==> src/rtl/cartoon_pkg.sv <==
// Shared types and constants for the cartoonifier smoothing datapath.
package cartoon_pkg;

  localparam int TAPS       = 9;
  localparam int CENTRE_TAP = 4;

  typedef enum logic [1:0] {
    FM_NEIGH   = 2'd0,
    FM_CWEIGHT = 2'd1,
    FM_PASS    = 2'd2,
    FM_RSVD    = 2'd3
  } filt_mode_t;

endpackage

==> src/rtl/window_channel_sum.sv <==
// Full-precision tap sum for one colour channel of a 3x3 window.
module window_channel_sum
  import cartoon_pkg::*;
#(
  parameter int CH_W = 8
) (
  input  logic [TAPS*CH_W-1:0] taps,
  input  filt_mode_t           mode,
  output logic [CH_W+3:0]      sum
);

  logic [CH_W+3:0] neigh_sum;
  logic [CH_W-1:0] centre;

  assign centre = taps[(TAPS-1-CENTRE_TAP)*CH_W +: CH_W];

  always_comb begin
    neigh_sum = '0;
    for (int t = 0; t < TAPS; t++) begin
      if (t != CENTRE_TAP) begin
        neigh_sum = neigh_sum + {4'b0000, taps[(TAPS-1-t)*CH_W +: CH_W]};
      end
    end
  end

  // Centre-weighted: centre counts as many times as all neighbours together.
  always_comb begin
    sum = neigh_sum;
    if (mode == FM_CWEIGHT) begin
      sum = neigh_sum + {1'b0, centre, 3'b000};
    end
  end

endmodule

==> src/rtl/window_mean_filter.sv <==
// 3x3 per-channel mean filter with edge blanking and optional temporal blend
// against the previous output; two-stage pipeline with valid/ready handshake.
module window_mean_filter
  import cartoon_pkg::*;
#(
  parameter int CH_W  = 8,
  parameter int N_CH  = 3,
  parameter int PIX_W = N_CH * CH_W
) (
  input  logic                  clk,
  input  logic                  n_rst,
  input  logic                  in_valid,
  output logic                  in_ready,
  input  logic [TAPS*PIX_W-1:0] in_window,
  input  logic                  in_edge,
  input  logic                  in_sof,
  input  logic [1:0]            mode,
  input  logic                  blend_en,
  output logic                  out_valid,
  input  logic                  out_ready,
  output logic [PIX_W-1:0]      out_pixel,
  output logic                  out_sof
);

  localparam int SUM_W = CH_W + 4;

  function automatic logic [CH_W-1:0] norm_ch(input logic [SUM_W-1:0] sum,
                                              input logic [CH_W-1:0]  centre,
                                              input filt_mode_t       m);
    logic [SUM_W-1:0] shifted;
    case (m)
      FM_CWEIGHT: shifted = sum >> 4;
      FM_PASS:    shifted = {4'b0000, centre};
      default:    shifted = sum >> 3;
    endcase
    return shifted[CH_W-1:0];
  endfunction

  function automatic logic [CH_W-1:0] blend_ch(input logic [CH_W-1:0] a,
                                               input logic [CH_W-1:0] b);
    logic [CH_W:0] s;
    s = {1'b0, a} + {1'b0, b};
    s = s >> 1;
    return s[CH_W-1:0];
  endfunction

  logic                  advance;
  filt_mode_t            in_mode;
  logic [SUM_W-1:0]      ch_sum [N_CH];

  logic [SUM_W-1:0]      sum_p1_q [N_CH];
  logic [SUM_W-1:0]      sum_p1_d [N_CH];
  logic [PIX_W-1:0]      centre_p1_q, centre_p1_d;
  logic                  edge_p1_q, edge_p1_d;
  logic                  sof_p1_q, sof_p1_d;
  filt_mode_t            mode_p1_q, mode_p1_d;
  logic                  blend_p1_q, blend_p1_d;
  logic                  vld_p1_q, vld_p1_d;

  logic [PIX_W-1:0]      res_pixel;
  logic                  use_blend;
  logic [PIX_W-1:0]      out_pixel_q, out_pixel_d;
  logic                  out_sof_q, out_sof_d;
  logic                  vld_p2_q, vld_p2_d;
  logic [PIX_W-1:0]      hist_q, hist_d;
  logic                  hist_vld_q, hist_vld_d;

  assign in_mode   = filt_mode_t'(mode);
  assign advance   = !vld_p2_q || out_ready;
  assign in_ready  = advance;
  assign out_valid = vld_p2_q;
  assign out_pixel = out_pixel_q;
  assign out_sof   = out_sof_q;

  for (genvar c = 0; c < N_CH; c++) begin : g_ch
    logic [TAPS*CH_W-1:0] taps_c;
    for (genvar t = 0; t < TAPS; t++) begin : g_tap
      assign taps_c[(TAPS-1-t)*CH_W +: CH_W] =
        in_window[(TAPS-1-t)*PIX_W + (N_CH-1-c)*CH_W +: CH_W];
    end
    window_channel_sum #(.CH_W(CH_W)) u_sum (
      .taps (taps_c),
      .mode (in_mode),
      .sum  (ch_sum[c])
    );
  end

  // Stage 1: capture sums and per-beat side information
  always_comb begin
    sum_p1_d    = sum_p1_q;
    centre_p1_d = centre_p1_q;
    edge_p1_d   = edge_p1_q;
    sof_p1_d    = sof_p1_q;
    mode_p1_d   = mode_p1_q;
    blend_p1_d  = blend_p1_q;
    vld_p1_d    = vld_p1_q;
    if (advance) begin
      sum_p1_d    = ch_sum;
      centre_p1_d = in_window[(TAPS-1-CENTRE_TAP)*PIX_W +: PIX_W];
      edge_p1_d   = in_edge;
      sof_p1_d    = in_sof;
      mode_p1_d   = in_mode;
      blend_p1_d  = blend_en;
      vld_p1_d    = in_valid;
    end
  end

  // Stage 2: normalise, blend with history, register the output
  always_comb begin
    use_blend = blend_p1_q && hist_vld_q && !sof_p1_q;
    res_pixel = '0;
    for (int c = 0; c < N_CH; c++) begin
      logic [CH_W-1:0] avg;
      avg = norm_ch(sum_p1_q[c], centre_p1_q[(N_CH-1-c)*CH_W +: CH_W], mode_p1_q);
      if (edge_p1_q) begin
        res_pixel[(N_CH-1-c)*CH_W +: CH_W] = '0;
      end else if (use_blend) begin
        res_pixel[(N_CH-1-c)*CH_W +: CH_W] =
          blend_ch(hist_q[(N_CH-1-c)*CH_W +: CH_W], avg);
      end else begin
        res_pixel[(N_CH-1-c)*CH_W +: CH_W] = avg;
      end
    end
  end

  always_comb begin
    vld_p2_d    = vld_p2_q;
    out_pixel_d = out_pixel_q;
    out_sof_d   = out_sof_q;
    hist_d      = hist_q;
    hist_vld_d  = hist_vld_q;
    if (advance) begin
      vld_p2_d = vld_p1_q;
      if (vld_p1_q) begin
        out_pixel_d = res_pixel;
        out_sof_d   = sof_p1_q;
        if (edge_p1_q) begin
          hist_vld_d = 1'b0;
        end else begin
          hist_d     = res_pixel;
          hist_vld_d = 1'b1;
        end
      end
    end
  end

  always_ff @(posedge clk) begin
    if (!n_rst) begin
      vld_p1_q    <= 1'b0;
      vld_p2_q    <= 1'b0;
      out_pixel_q <= '0;
      out_sof_q   <= 1'b0;
      hist_q      <= '0;
      hist_vld_q  <= 1'b0;
    end else begin
      vld_p1_q    <= vld_p1_d;
      vld_p2_q    <= vld_p2_d;
      out_pixel_q <= out_pixel_d;
      out_sof_q   <= out_sof_d;
      hist_q      <= hist_d;
      hist_vld_q  <= hist_vld_d;
    end
  end

  always_ff @(posedge clk) begin
    sum_p1_q    <= sum_p1_d;
    centre_p1_q <= centre_p1_d;
    edge_p1_q   <= edge_p1_d;
    sof_p1_q    <= sof_p1_d;
    mode_p1_q   <= mode_p1_d;
    blend_p1_q  <= blend_p1_d;
  end

endmodule

==> config.mk <==
export PLATFORM = sky130hd
export DESIGN_NAME = window_mean_filter
export DESIGN_NICKNAME = d
export VERILOG_FILES = /design/src/rtl/cartoon_pkg.sv /design/src/rtl/window_channel_sum.sv /design/src/rtl/window_mean_filter.sv
export SDC_FILE = /design/constraint.sdc
export NUM_CORES = 1
export LEC_CHECK = 0
export ABC_CLOCK_PERIOD_IN_PS = 7500
export CAP_MARGIN = 40
export CORE_MARGIN = 2
export CORE_UTILIZATION = 30
export CTS_CLUSTER_DIAMETER = 50
export DETAILED_ROUTE_END_ITERATION = 7
export GPL_ROUTABILITY_DRIVEN = 0
export SYNTH_ARGS = -nofsm -noshare
export SYNTH_HDL_FRONTEND = slang
export SYNTH_HIERARCHICAL = 1
export SYNTH_SLANG_ARGS = --single-unit
==> constraint.sdc <==
create_clock -name clk -period 7.5 [get_ports clk]
set_input_delay 2.25 -clock clk [delete_from_list [all_inputs] [get_ports clk]]
set_output_delay 2.25 -clock clk [all_outputs]
set_load 0.005 [all_outputs]
=== Word-level counts from Yosys, hierarchy flattened ===
Cells that the tools add are included.

* Register bits: 117
* Output and inout bits: 27
* Bits in writable memories: 0
* Logic and storage cells: 65
* Bits of input ports: 225
* Bits in latches: 0
* Memory bits (read-only): 0
* Memories: 0

* Add/subtract/negate cells: 27
* Shift operators: 0
* Mux-type cells: 13
* Reductions and logical operators: 7
* $lt $le $gt $ge: 0
* Eq/ne operators: 3
* Div/mod/pow operators: 0
* Bitwise logic cells: 1
* Multipliers: 0

{| class="wikitable"
|+ Operators by type and width
! operator !! number
|-
| adder 12 x 8 -> 12 bit || 18
|-
| adder 8 x 8 -> 9 bit || 6
|-
| 2-to-1 mux 8 bit || 6
|-
| one-hot mux 8 bit (2 select lines) || 3
|-
| adder 12 x 11 -> 12 bit || 3
|-
| 2-to-1 mux 12 bit || 3
|-
| == test 2 x 1 -> 1 bit, second input constant || 2
|-
| AND reduction 3 bit || 1
|-
| == test 2 bit, second input constant || 1
|-
| logical AND 1 bit || 2
|-
| zero test 1 bit || 2
|-
| AND reduction 2 bit || 1
|-
| logical OR 1 bit || 1
|-
| 2-to-1 mux 1 bit || 1
|-
| inverter 1 bit || 1
|}

=== Logic depth before layout (Yosys ltp) ===
Gate-level depths: netlist of the first run.

* Depth in word-level cells: 9
* Gate-level depth with buffers: 20
* Mapped depth without buffers: 20

=== By module ===
The synthesis of the first run kept the hierarchy.

{| class="wikitable"
|+ Modules (own cells, without submodules)
! module !! area an instance (sq um) !! cells an instance !! times used !! sequential area each (sq um)
|-
| window_mean_filter || 5,082.4 || 498 || 1 || 2,722.6
|-
| window_channel_sum (g_ch[0].u_sum ...) || 2,045.7 || 233 || 2 || 0.0
|-
| window_channel_sum (g_ch[2].u_sum) || 1,885.6 || 192 || 1 || 0.0
|}

=== Worst setup path before layout of the first run ===
Ideal clock, no wire load.

* Path kind: input port to flip-flop
* Start point: in in_window[10]
* End point: reg sum_p1_q[22] (netlist name) (data pin)
* Library setup time: 0.260 ns
* Data required time: 7.240 ns
* Buffers on the path: 0
* Arrival time: 6.597 ns
* Setup slack: 0.643 ns
* Cell stages on the path: 18
* Path through: fa_1 inv_1 fa_1 fa_1 fa_1 inv_1 ha_1 fa_1 a211oi_2 o21ai_0 a21oi_1 xnor2_1 ha_1 o21ai_0 nand2b_1 o31ai_2 xnor2_1 mux2_2

{| class="wikitable"
|+ RTL lines
! item !! line !! source
|-
| start: declaration || window_mean_filter.sv:14 || <nowiki>input logic [TAPS*PIX_W-1:0] in_window,</nowiki>
|-
| end signal: assignment || window_mean_filter.sv:166 || <nowiki>sum_p1_q <= sum_p1_d;</nowiki>
|-
| end: declaration || window_mean_filter.sv:51 || <nowiki>logic [SUM_W-1:0] sum_p1_q [N_CH];</nowiki>
|}

==> run metrics, run 1 <==
Mapped Area ~11000 um2; Net count, final 1861; DR vias 8538; largest family of logic cells by synthesized area adder cells; Worst path max stage delay about 540 ps; post-synthesis async set-or-reset flop share 0%; CTS tree done; Hold Path Class flip-flop to flip-flop; DRT Pass-1 Iters 5; Post-Synth Simple-Gate Area 8.18%; met2 Usage GRT between 20% and 30%; final worst path period need 7160 ps; Placed Cells 1860; kind of critical path primary input to flip-flop; CTS Root Cell clkbuf_16; Post-Syn Instances 1156; Routed WL ~24 mm; capture point of the worst reg-to-reg path out_pixel[5]; share of post-route cells with drive strength above 1 4.62%; PD cells approximately 450 nW/um2; Avg Vias per Cell ~4.6; largest fanout on the critical path 3; Hold Path Depth 2; pre-CTS setup slack -48.3 ps; first-pass GRT wire length 41.2 mm; worst skew pair latency about 360 ps; commonest cells after routing, fill and taps aside clkdlybuf4s50_1, inv_1, fa_1; most common cell after layout, fill and taps aside clkdlybuf4s50_1; CTS buffer count 9; met3 Use GR 2.84%; crit-path cells clkdlybuf4s50_1 > inv_1 > fa_1 > inv_1 > fa_1 > fa_1 > inv_1 > fa_1 > inv_1 > ha_1 > a21oi_1 > o2111ai_1 > xor2_1 > ha_1 > a21oi_1 > o21ai_1 > o31ai_2 > xnor2_1 > mux2_2; RSZ-0062 raised after global routing false; Starting Density between 30% and 40%; slowest CP cell fa_1; RR Startpoint mode_p1_q[0]; CP Capture Type flip-flop; vias in the first global route between 8000 and 9000; multiplexer share of the synthesized area 2.04%; number of setup violations in the final report 0; WHS 455 ps; number of synthesis warnings 6; met1 GRT Util 17.4%; Clock transition at path regs 70 ps; Syn Area/Cell 9.57 um2; HPWL Detailed between 20 and 25 mm; Synth Net Count 1614; Tcrit/Tclk final ~96%; Final Instance Area around 14000 um2; EDFF count, synth 56; Iter 0 DRT Violations 369; area grow syn2layout 30.9%; post-synthesis register bit count roughly 110; Least-Margin Pin Slew 801 ps; I/O pin cnt about 250; Die Wd 196 um; skew final 5.82 ps; Resized cells post-CTS 0; aggregate global routing overflow 0; post-CTS setup buffer count 0; crit path DAT 7280 ps; crit path launch in_window[19]; Top FF cell, synth edfxtp_1; Clock Path Buffers 2; LEAKAGE 6.34 nW; worst setup margin about 340 ps; Worst R2R Setup Slack between 4000 and 5000 ps; Final Hold Viols 0; core area 36400 um2; Max VDD drop 333 uV; ANT nets after route 0; Rows 70; Worst R2R Path Depth 12; Peak Freq 140 MHz; wire length per cell 13.0 um; number of remaining DRC errors 0; CP Launch Type primary input; Worst EP required 7610 ps; Slew HR a little under half; Slew Limit Fails 0; n_diodes 0; Worst Hold End out_pixel[5]; Die H ~200 um; grt peak-use layer met2; largest net degree at the start of global routing just over 60; filler cell count ~3600; global-route total usage across every layer 13.1%; sequential share of the synthesized area between 20% and 30%; full die area 38400 um2; max_cap viols 0; area post-placement ~14000 um2; Sink Count roughly 110; count of cell types in the netlist 58; initial antenna violation count 2; hold-fix buffers at CTS 0; IO Port Bufs 251; post-route non-filler standard cell count 1876; htree depth 3; Adder-Cell Fraction of Synth Area between 30% and 40%; HP Start out_pixel[5]; Post-Synth XOR/XNOR Area 3.56%; status finished clean; Synth Area in Compound Gates between 10% and 20%
-- how the worst max path moves through the flow --
stage and to:
2_1_floorplan sum_p1_q[22], 3_3_place_gp sum_p1_q[9], 3_5_place_dp sum_p1_q[22], 4_1_cts sum_p1_q[22], 5_1_grt sum_p1_q[34], 6_report sum_p1_q[34]
-- Yosys cell counts (all sizes together), types with 3 or more instances --
cell type / instances / area [um2]
a211oi: 12 / 110
a21o: 14 / 108
a21oi: 84 / 420
a221oi: 3 / 26.3
a22oi: 22 / 165
a31o: 5 / 43.8
a31oi: 4 / 25.0
a32o: 3 / 30.0
and2: 3 / 18.8
and3: 3 / 18.8
buf: 4 / 17.5
clkbuf: 28 / 105
dfxtp: 52 / 1040
edfxtp: 56 / 1680
fa: 147 / 2940
ha: 86 / 1080
inv: 244 / 916
mux2: 12 / 135
mux2i: 9 / 90.1
nand2: 78 / 293
nand2b: 12 / 77.6
nand3: 16 / 80.1
nand3b: 4 / 30.0
nor2: 55 / 206
nor2b: 13 / 81.3
nor3: 5 / 25.0
nor4: 3 / 18.8
o2111ai: 5 / 43.8
o211ai: 14 / 115
o21a: 15 / 113
o21ai: 72 / 360
o21bai: 4 / 30.0
o31ai: 6 / 55.1
or2: 3 / 18.8
xnor2: 26 / 228
xor2: 19 / 166
-- power by group --
part	internal (mW)	total (mW)	switching, mW
clock network	0.226	0.443	0.217
logic	2.42	5.16	2.74
registers	0.864	0.910	0.0460
-- worst max-delay path: cells and delay by family --
family | cells | cell delay [ps]
fa+ha+maj | 6 | 2700
compound gates | 5 | 990
buf+inv | 5 | 690
xor+xnor | 2 | 370
mux | 1 | 250
-- registers in the layout, summed over array words and instances (netlist names), 2 cells and up --
signal       flops
mode_p1_q        2
sum_p1_q        27
hist_q          24
centre_p1_q     24
out_pixel       24
-- cells by family after synthesis --
family,Yosys count
fa+ha+maj,233
simple gates,199
xor+xnor,45
compound gates,274
mux,21
flops,108
buf+inv,276
-- per-layer routing --
| layer | wire (um) | vias up |
|---|---|---|
| met1 | 11200 | 4036 |
| met3 | 1250 | 32 |
| met5 | 27 | - |
| met4 | 416 | 4 |
| met2 | 11600 | 188 |
| li1 | - | 4278 |
-- layout make-up --
| cell class | instances | area, um2 | share of cell area (%) |
|---|---|---|---|
| Sequential cell | 108 | 2720 | 18.8 |
| Clock inverter | 5 | 38.8 | 0.268 |
| Clock buffer | 11 | 233 | 1.61 |
| Timing Repair Buffer | 268 | 2680 | 18.5 |
| Tap cell | 468 | 586 | 4.04 |
| Multi-Input combinational cell | 772 | 7300 | 50.4 |
| Inverter | 244 | 916 | 6.33 |
-- stage by stage --
stage / setup TNS [ps] / util (%) / power [mW]
after floorplan: 0 / - / 4.96
after global placement: 0 / 38.8 / 5.93
after detailed placement: -97.6 / 39.0 / 6.06
after CTS: 0 / 39.7 / 6.54
after global routing: 0 / 39.7 / 7.34
final: 0 / 39.7 / 6.51
No activity file was read; power rests on OpenSTA's default activity.
==> run 2: changes to the inputs <==
--- a/config.mk
+++ b/config.mk
@@ -10,6 +10,7 @@
 export CORE_MARGIN = 2
 export CORE_UTILIZATION = 30
 export CTS_CLUSTER_DIAMETER = 50
+export CTS_CLUSTER_SIZE = 28
 export DETAILED_ROUTE_END_ITERATION = 7
 export GPL_ROUTABILITY_DRIVEN = 0
 export SYNTH_ARGS = -nofsm -noshare
==> results of run 2 <==
Same layout as run 1: the final DEF is identical, and so are final timing and power.
